### src/rtl/bombman_pkg.sv
// bombman_pkg: shared cell/game-state codes, LFSR constants and arena helpers for the BombMan init path.
package bombman_pkg;
  localparam logic [1:0] CELL_BLANK = 2'd0;
  localparam logic [1:0] CELL_BLOCK = 2'd1;
  localparam logic [1:0] CELL_PA    = 2'd2;
  localparam logic [1:0] CELL_PB    = 2'd3;
  localparam logic [1:0] GS_READY   = 2'd0;
  localparam logic [1:0] GS_INIT    = 2'd3;
  localparam logic [15:0] LFSR_DEFAULT_SEED = 16'hACE1;
  localparam int LFSR_TAP0 = 15;
  localparam int LFSR_TAP1 = 13;
  localparam int LFSR_TAP2 = 12;
  localparam int LFSR_TAP3 = 10;
  typedef enum logic [1:0] {ST_IDLE, ST_SEED, ST_SWEEP, ST_FINISH} state_e;
  function automatic logic [15:0] lfsr_step(input logic [15:0] l);
    return {l[14:0], l[LFSR_TAP0] ^ l[LFSR_TAP1] ^ l[LFSR_TAP2] ^ l[LFSR_TAP3]};
  endfunction
  function automatic logic adj(input logic [3:0] r, c, sr, sc);
    return (r == sr && (c == sc + 4'd1 || c == sc - 4'd1)) ||
           (c == sc && (r == sr + 4'd1 || r == sr - 4'd1));
  endfunction
  // rl/cl are the last row/column; player B spawns diagonally inside that corner
  function automatic logic [1:0] classify(input logic [3:0] r, c, rl, cl, input logic mode,
                                          input logic [3:0] rnd, input logic [4:0] density);
    logic [3:0] br, bc;
    br = rl - 4'd1;
    bc = cl - 4'd1;
    return (r == 4'd1 && c == 4'd1) ? CELL_PA :
           (r == br && c == bc) ? CELL_PB :
           (r == 4'd0 || c == 4'd0 || r == rl || c == cl) ? CELL_BLOCK :
           (adj(r, c, 4'd1, 4'd1) || adj(r, c, br, bc)) ? CELL_BLANK :
           !mode ? ((!r[0] && !c[0]) ? CELL_BLOCK : CELL_BLANK) :
           ({1'b0, rnd} < density) ? CELL_BLOCK : CELL_BLANK;
  endfunction
endpackage

### src/rtl/arena_init_seq_if.sv
// arena_init_seq_if: start/done handshake from the game controller plus the cell-write bus to the RAMs.
interface arena_init_seq_if #(parameter int HEALTH_W = 2);
  logic                start;
  logic                mode;
  logic [15:0]         seed;
  logic                busy;
  logic                done;
  logic                wr_en;
  logic [3:0]          wr_row;
  logic [3:0]          wr_col;
  logic [1:0]          wr_cell;
  logic [1:0]          wr_bomb;
  logic [HEALTH_W-1:0] healthA;
  logic [HEALTH_W-1:0] healthB;
  logic [1:0]          game_state;
  modport master (output start, mode, seed,
                  input busy, done, wr_en, wr_row, wr_col, wr_cell, wr_bomb, healthA, healthB, game_state);
  modport slave (input start, mode, seed,
                 output busy, done, wr_en, wr_row, wr_col, wr_cell, wr_bomb, healthA, healthB, game_state);
endinterface

### src/rtl/arena_lfsr16.sv
// arena_lfsr16: 16-bit Fibonacci LFSR; rnd_o is the low nibble of the value the register takes next.
module arena_lfsr16
  import bombman_pkg::*;
(
  input  logic        clk,
  input  logic        rst_n,
  input  logic        load_i,
  input  logic        en_i,
  input  logic [15:0] seed_i,
  output logic [3:0]  rnd_o
);
  logic [15:0] lfsr_q, lfsr_d, seed_eff;
  always_comb begin
    seed_eff = (seed_i == 16'd0) ? LFSR_DEFAULT_SEED : seed_i;
    lfsr_d   = lfsr_step(lfsr_q);
    rnd_o    = load_i ? seed_eff[3:0] : lfsr_d[3:0];
  end
  always_ff @(posedge clk or negedge rst_n)
    if (!rst_n) lfsr_q <= LFSR_DEFAULT_SEED;
    else if (load_i) lfsr_q <= seed_eff;
    else if (en_i) lfsr_q <= lfsr_d;
endmodule

### src/rtl/arena_init_seq.sv
// arena_init_seq: on start, sweeps every arena cell once (row-major, one per clock) emitting
// border/spawn/block writes, then loads health and returns the game to ready.
module arena_init_seq
  import bombman_pkg::*;
#(
  parameter int ROWS       = 10,
  parameter int COLS       = 10,
  parameter int HEALTH_W   = 2,
  parameter int MAX_HEALTH = 3,
  parameter int DENSITY    = 4
) (
  input logic             clk,
  input logic             rst_n,
  arena_init_seq_if.slave bus
);
  localparam logic [3:0] RL = 4'(ROWS - 1);
  localparam logic [3:0] CL = 4'(COLS - 1);
  localparam logic [4:0] DENS = 5'(DENSITY);
  localparam logic [HEALTH_W-1:0] HMAX = HEALTH_W'(MAX_HEALTH);
  state_e              state_q;
  logic                mode_q;
  logic [15:0]         seed_q;
  logic [3:0]          row_q, col_q, row_d, col_d, rnd;
  logic [1:0]          cell_d;
  logic                last_d;
  logic                busy_q, done_q, wr_en_q;
  logic [3:0]          wr_row_q, wr_col_q;
  logic [1:0]          wr_cell_q, gs_q;
  logic [HEALTH_W-1:0] ha_q, hb_q;
  arena_lfsr16 u_lfsr (
    .clk    (clk),
    .rst_n  (rst_n),
    .load_i (state_q == ST_SEED),
    .en_i   (state_q == ST_SWEEP),
    .seed_i (seed_q),
    .rnd_o  (rnd)
  );
  // row_q/col_q address the cell being classified, one ahead of the registered write
  always_comb begin
    cell_d = classify(row_q, col_q, RL, CL, mode_q, rnd, DENS);
    last_d = wr_row_q == RL && wr_col_q == CL;
    col_d  = (col_q == CL) ? 4'd0 : col_q + 4'd1;
    row_d  = (col_q != CL) ? row_q : (row_q == RL) ? 4'd0 : row_q + 4'd1;
  end
  always_ff @(posedge clk or negedge rst_n)
    if (!rst_n) begin
      state_q   <= ST_IDLE;
      mode_q    <= 1'b0;
      seed_q    <= 16'd0;
      row_q     <= 4'd0;
      col_q     <= 4'd0;
      busy_q    <= 1'b0;
      done_q    <= 1'b0;
      wr_en_q   <= 1'b0;
      wr_row_q  <= 4'd0;
      wr_col_q  <= 4'd0;
      wr_cell_q <= CELL_BLANK;
      gs_q      <= GS_READY;
      ha_q      <= '0;
      hb_q      <= '0;
    end else begin
      case (state_q)
        ST_IDLE: if (bus.start) begin
          state_q <= ST_SEED;
          mode_q  <= bus.mode;
          seed_q  <= bus.seed;
          busy_q  <= 1'b1;
          gs_q    <= GS_INIT;
          row_q   <= 4'd0;
          col_q   <= 4'd0;
        end
        ST_SEED, ST_SWEEP: if (state_q == ST_SWEEP && last_d) begin
          state_q <= ST_FINISH;
          wr_en_q <= 1'b0;
          done_q  <= 1'b1;
          busy_q  <= 1'b0;
          ha_q    <= HMAX;
          hb_q    <= HMAX;
          gs_q    <= GS_READY;
        end else begin
          state_q   <= ST_SWEEP;
          wr_en_q   <= 1'b1;
          wr_row_q  <= row_q;
          wr_col_q  <= col_q;
          wr_cell_q <= cell_d;
          row_q     <= row_d;
          col_q     <= col_d;
        end
        default: begin
          state_q <= ST_IDLE;
          done_q  <= 1'b0;
        end
      endcase
    end
  assign bus.busy       = busy_q;
  assign bus.done       = done_q;
  assign bus.wr_en      = wr_en_q;
  assign bus.wr_row     = wr_row_q;
  assign bus.wr_col     = wr_col_q;
  assign bus.wr_cell    = wr_cell_q;
  assign bus.wr_bomb    = CELL_BLANK;
  assign bus.healthA    = ha_q;
  assign bus.healthB    = hb_q;
  assign bus.game_state = gs_q;
endmodule

### src/flat_wrapper.sv
// flat-port wrapper written by rule: the top's interface ports become plain ports
module arena_init_seq_flat import bombman_pkg::*;
#(
  parameter int ROWS       = 10,
  parameter int COLS       = 10,
  parameter int HEALTH_W   = 2,
  parameter int MAX_HEALTH = 3,
  parameter int DENSITY    = 4
)
  (clk, rst_n, bus_start, bus_mode, bus_seed, bus_busy, bus_done, bus_wr_en, bus_wr_row, bus_wr_col, bus_wr_cell, bus_wr_bomb, bus_healthA, bus_healthB, bus_game_state);
  arena_init_seq_if #(.HEALTH_W(HEALTH_W)) bus_i ();
  input logic clk;
  input logic rst_n;
  input wire logic [$bits(bus_i.start)-1:0] bus_start;
  input wire logic [$bits(bus_i.mode)-1:0] bus_mode;
  input wire logic [$bits(bus_i.seed)-1:0] bus_seed;
  output wire logic [$bits(bus_i.busy)-1:0] bus_busy;
  output wire logic [$bits(bus_i.done)-1:0] bus_done;
  output wire logic [$bits(bus_i.wr_en)-1:0] bus_wr_en;
  output wire logic [$bits(bus_i.wr_row)-1:0] bus_wr_row;
  output wire logic [$bits(bus_i.wr_col)-1:0] bus_wr_col;
  output wire logic [$bits(bus_i.wr_cell)-1:0] bus_wr_cell;
  output wire logic [$bits(bus_i.wr_bomb)-1:0] bus_wr_bomb;
  output wire logic [$bits(bus_i.healthA)-1:0] bus_healthA;
  output wire logic [$bits(bus_i.healthB)-1:0] bus_healthB;
  output wire logic [$bits(bus_i.game_state)-1:0] bus_game_state;
  assign bus_i.start = bus_start;
  assign bus_i.mode = bus_mode;
  assign bus_i.seed = bus_seed;
  assign bus_busy = bus_i.busy;
  assign bus_done = bus_i.done;
  assign bus_wr_en = bus_i.wr_en;
  assign bus_wr_row = bus_i.wr_row;
  assign bus_wr_col = bus_i.wr_col;
  assign bus_wr_cell = bus_i.wr_cell;
  assign bus_wr_bomb = bus_i.wr_bomb;
  assign bus_healthA = bus_i.healthA;
  assign bus_healthB = bus_i.healthB;
  assign bus_game_state = bus_i.game_state;
  arena_init_seq #(.ROWS(ROWS), .COLS(COLS), .HEALTH_W(HEALTH_W), .MAX_HEALTH(MAX_HEALTH), .DENSITY(DENSITY)) u_core (.clk(clk), .rst_n(rst_n), .bus(bus_i));
endmodule
### config.mk
export PLATFORM = sky130hd
export DESIGN_NAME = arena_init_seq_flat
export DESIGN_NICKNAME = d
export VERILOG_FILES = /design/src/rtl/bombman_pkg.sv /design/src/rtl/arena_init_seq_if.sv /design/src/rtl/arena_lfsr16.sv /design/src/rtl/arena_init_seq.sv /design/src/flat_wrapper.sv
export SDC_FILE = /design/constraint.sdc
export NUM_CORES = 1
export LEC_CHECK = 0
export BUFFER_PORTS_ARGS = -buffer_cell sky130_fd_sc_hd__clkbuf_2
export CAP_MARGIN = 20
export CORE_UTILIZATION = 25
export CTS_BUF_LIST = sky130_fd_sc_hd__clkbuf_2 sky130_fd_sc_hd__clkbuf_4 sky130_fd_sc_hd__clkbuf_8
export CTS_CLUSTER_DIAMETER = 100
export CTS_CLUSTER_SIZE = 20
export DETAILED_ROUTE_END_ITERATION = 7
export HOLD_SLACK_MARGIN = 0.12
export PLACE_DENSITY = 0.43
export SYNTH_ARGS = -nofsm -noshare
export SYNTH_HDL_FRONTEND = slang
export SYNTH_HIERARCHICAL = 1
export SYNTH_SLANG_ARGS = --single-unit
### constraint.sdc
create_clock -name clk -period 1.88 [get_ports clk]
set_input_delay 0.188 -clock clk [delete_from_list [all_inputs] [get_ports clk]]
set_output_delay 0.188 -clock clk [all_outputs]
set_load 0.01 [all_outputs]
==> results.json <==
{
  "status": "finished, final reports clean",
  "cts_root_buffer": "clkbuf_8",
  "syn-cell-area_sq_mm": 0.00295,
  "fp.dieH_um": 111,
  "htree_levels": 3,
  "fillers": 1198,
  "via_per_inst": 4.63,
  "crit_type": "reg2reg",
  "worst_slack_ns": 0.0667,
  "slew_violations": 0,
  "path_delay_family": "compound AO/OA/AOI/OAI gates",
  "timing.fmax_ghz": 0.551,
  "drt_iter0_markers": 62,
  "die_area_sq_mm": 0.0122,
  "clock_sinks": 57,
  "nets": 352,
  "diodes": 0,
  "report.final.setup_viol": 0,
  "cts_tree": "yes",
  "skew_ns": 0.00918,
  "leakagePower_nw": 1.80,
  "worstPathRequired_ns": 2.16,
  "drcViolationCount": 0,
  "hold_viol": 0,
  "fin_crit_ns": 1.81,
  "worstPathMaxFanout": 4,
  "yosysWarnings": 6,
  "drive_above_1_share": 0.464,
  "slowest_delay_ns": 0.55,
  "avgSynthCellArea_sq_um": 11.7,
  "peakVddDrop_mv": 0.508,
  "numPortBuffers": 38,
  "crit_buf_inv": 1,
  "cp_cell_sequence": "or4_4 -> o41ai_4 -> buf_4 -> o22a_2",
  "grt_pass1_wl_um": 11800,
  "grt_pass1_vias": 2230,
  "drt-pass1-iter-count": 4,
  "antenna_found_initial": 0,
  "final_core_util": 0.335,
  "clk_pin_slew_ns": 0.07,
  "crit_arrival_ns": 2.10,
  "cts-buffers-inserted": 9,
  "clk_latency_ns": 0.34,
  "ioPinCount": 41,
  "grt_usage": 0.124,
  "grt_overflow_total": 0,
  "dpl.hpwl_um": 4880,
  "power_w": 0.00233,
  "fp.coreArea_sq_mm": 0.0115,
  "cp-start-kind": "flop",
  "grt_max_degree": 43,
  "synthCells": 252,
  "cts.path.max_buffers": 2,
  "power_density_mw_per_mm2": 608,
  "place_ws_ns": -0.00679,
  "wl_um": 6980,
  "rows": 39,
  "wl_per_cell_um": 14.7,
  "area_growth_pct": 30.0,
  "ant_nets": 0,
  "die_w_um": 111,
  "initial_core_util": 0.257,
  "hold_ws_ns": 0.203,
  "num_vias": 2201,
  "cap_viol_max_count": 0,
  "fin_crit_sh": 0.965,
  "gp_congestion": 0.738,
  "finalSetupTns_ns": 0,
  "hold_class": "in2reg",
  "slowest_stage": "or4_4",
  "crit_path_end_kind": "flop"
}
[flip-flops by register name, summed over array words and instances, names as in the netlist]
name / cells
u_core/bus.game_state: 1
u_core/seed_q: 16
u_core/bus.wr_cell: 2
u_core/mode_q: 1
u_core/bus.wr_col: 4
u_core/u_lfsr/lfsr_q: 16
u_core/state_q: 2
u_core/bus.wr_row: 4
u_core/col_q: 4
u_core/bus.done: 1
u_core/bus.healthB: 1
u_core/bus.wr_en: 1
u_core/row_q: 4
[area by class of cell]
type,count,area (sq um),share of cell area
inverter,6,22.5,0.00587
tap,143,179,0.0466
clock inverter,3,17.5,0.00457
multi-input combinational,169,1430,0.372
timing repair buffer,85,601,0.157
sequential,57,1440,0.374
clock buffer,12,153,0.0398
[final timing paths]
check / start / end / slack, ns / cells after the start
max: u_core/seed_q[10]$_DFFE_PN0P_ / u_core/u_lfsr/lfsr_q[6]$_DFFE_PN1P_ / 0.07 / 4
min: bus_start / u_core/bus.game_state[0]$_DFFE_PN0P_ / 0.20 / 3
max reg2reg: u_core/seed_q[10]$_DFFE_PN0P_ / u_core/u_lfsr/lfsr_q[6]$_DFFE_PN1P_ / 0.07 / 4
min reg2reg: u_core/bus.wr_cell[1]$_DFFE_PN0P_ / u_core/bus.wr_cell[1]$_DFFE_PN0P_ / 0.49 / 2
max in group asynchronous: rst_n / u_core/u_lfsr/lfsr_q[11]$_DFFE_PN1P_ / 0.91 / 3
min in group asynchronous: rst_n / u_core/bus.game_state[0]$_DFFE_PN0P_ / 0.33 / 2
[worst reg2reg max path, cell delays in order (launching register included)]
cell     delay (ns)
dfrtp_1        0.40
or4_4          0.55
o41ai_4        0.48
buf_4          0.20
o22a_2         0.13
[stage by stage]
stage / instances / instance area [sq um]
2_1_floorplan: 253 / 2950
3_3_place_gp: 441 / 3430
3_5_place_dp: 441 / 3430
4_1_cts: 474 / 3790
5_1_grt: 475 / 3840
6_report: 475 / 3840
[placed cells by master (no fill, tap or decap), types with 3 or more instances in the layout]
cell           count
nand2_1           17
mux2_2            37
nor2_1             4
dfrtp_1           49
dlygate4sd3_1     18
mux2i_1            6
buf_4             28
nor2b_1            5
inv_1              5
nor3_1             4
o21ai_0           19
or4_4              3
a21oi_1            3
clkbuf_8          10
nand2b_1           7
dfstp_2            8
o22a_2             7
clkbuf_2          38
[per-layer routing]
layer / wire [um] / track usage / vias up
li1: - / - / 1068
met3: 259 / 0.0346 / 8
met2: 3380 / 0.200 / 43
met4: 99 / 0.0427 / 0
met1: 3250 / 0.158 / 1082
met5: 0 / 0 / -
[power breakdown]
part / switching, W / internal, W
Clock: 0.000492 / 0.000532
Combinational: 0.0000373 / 0.0000427
Sequential: 0 / 0.00123
[what timing repair did]
item	4_1_cts	5_1_grt
setup endpoints to repair	8	9
setup buffers	0	1
endpoints found under the hold margin	32	0
resized for setup	1	8
hold buffers	18	0
No activity file was read; power rests on OpenSTA's default activity.
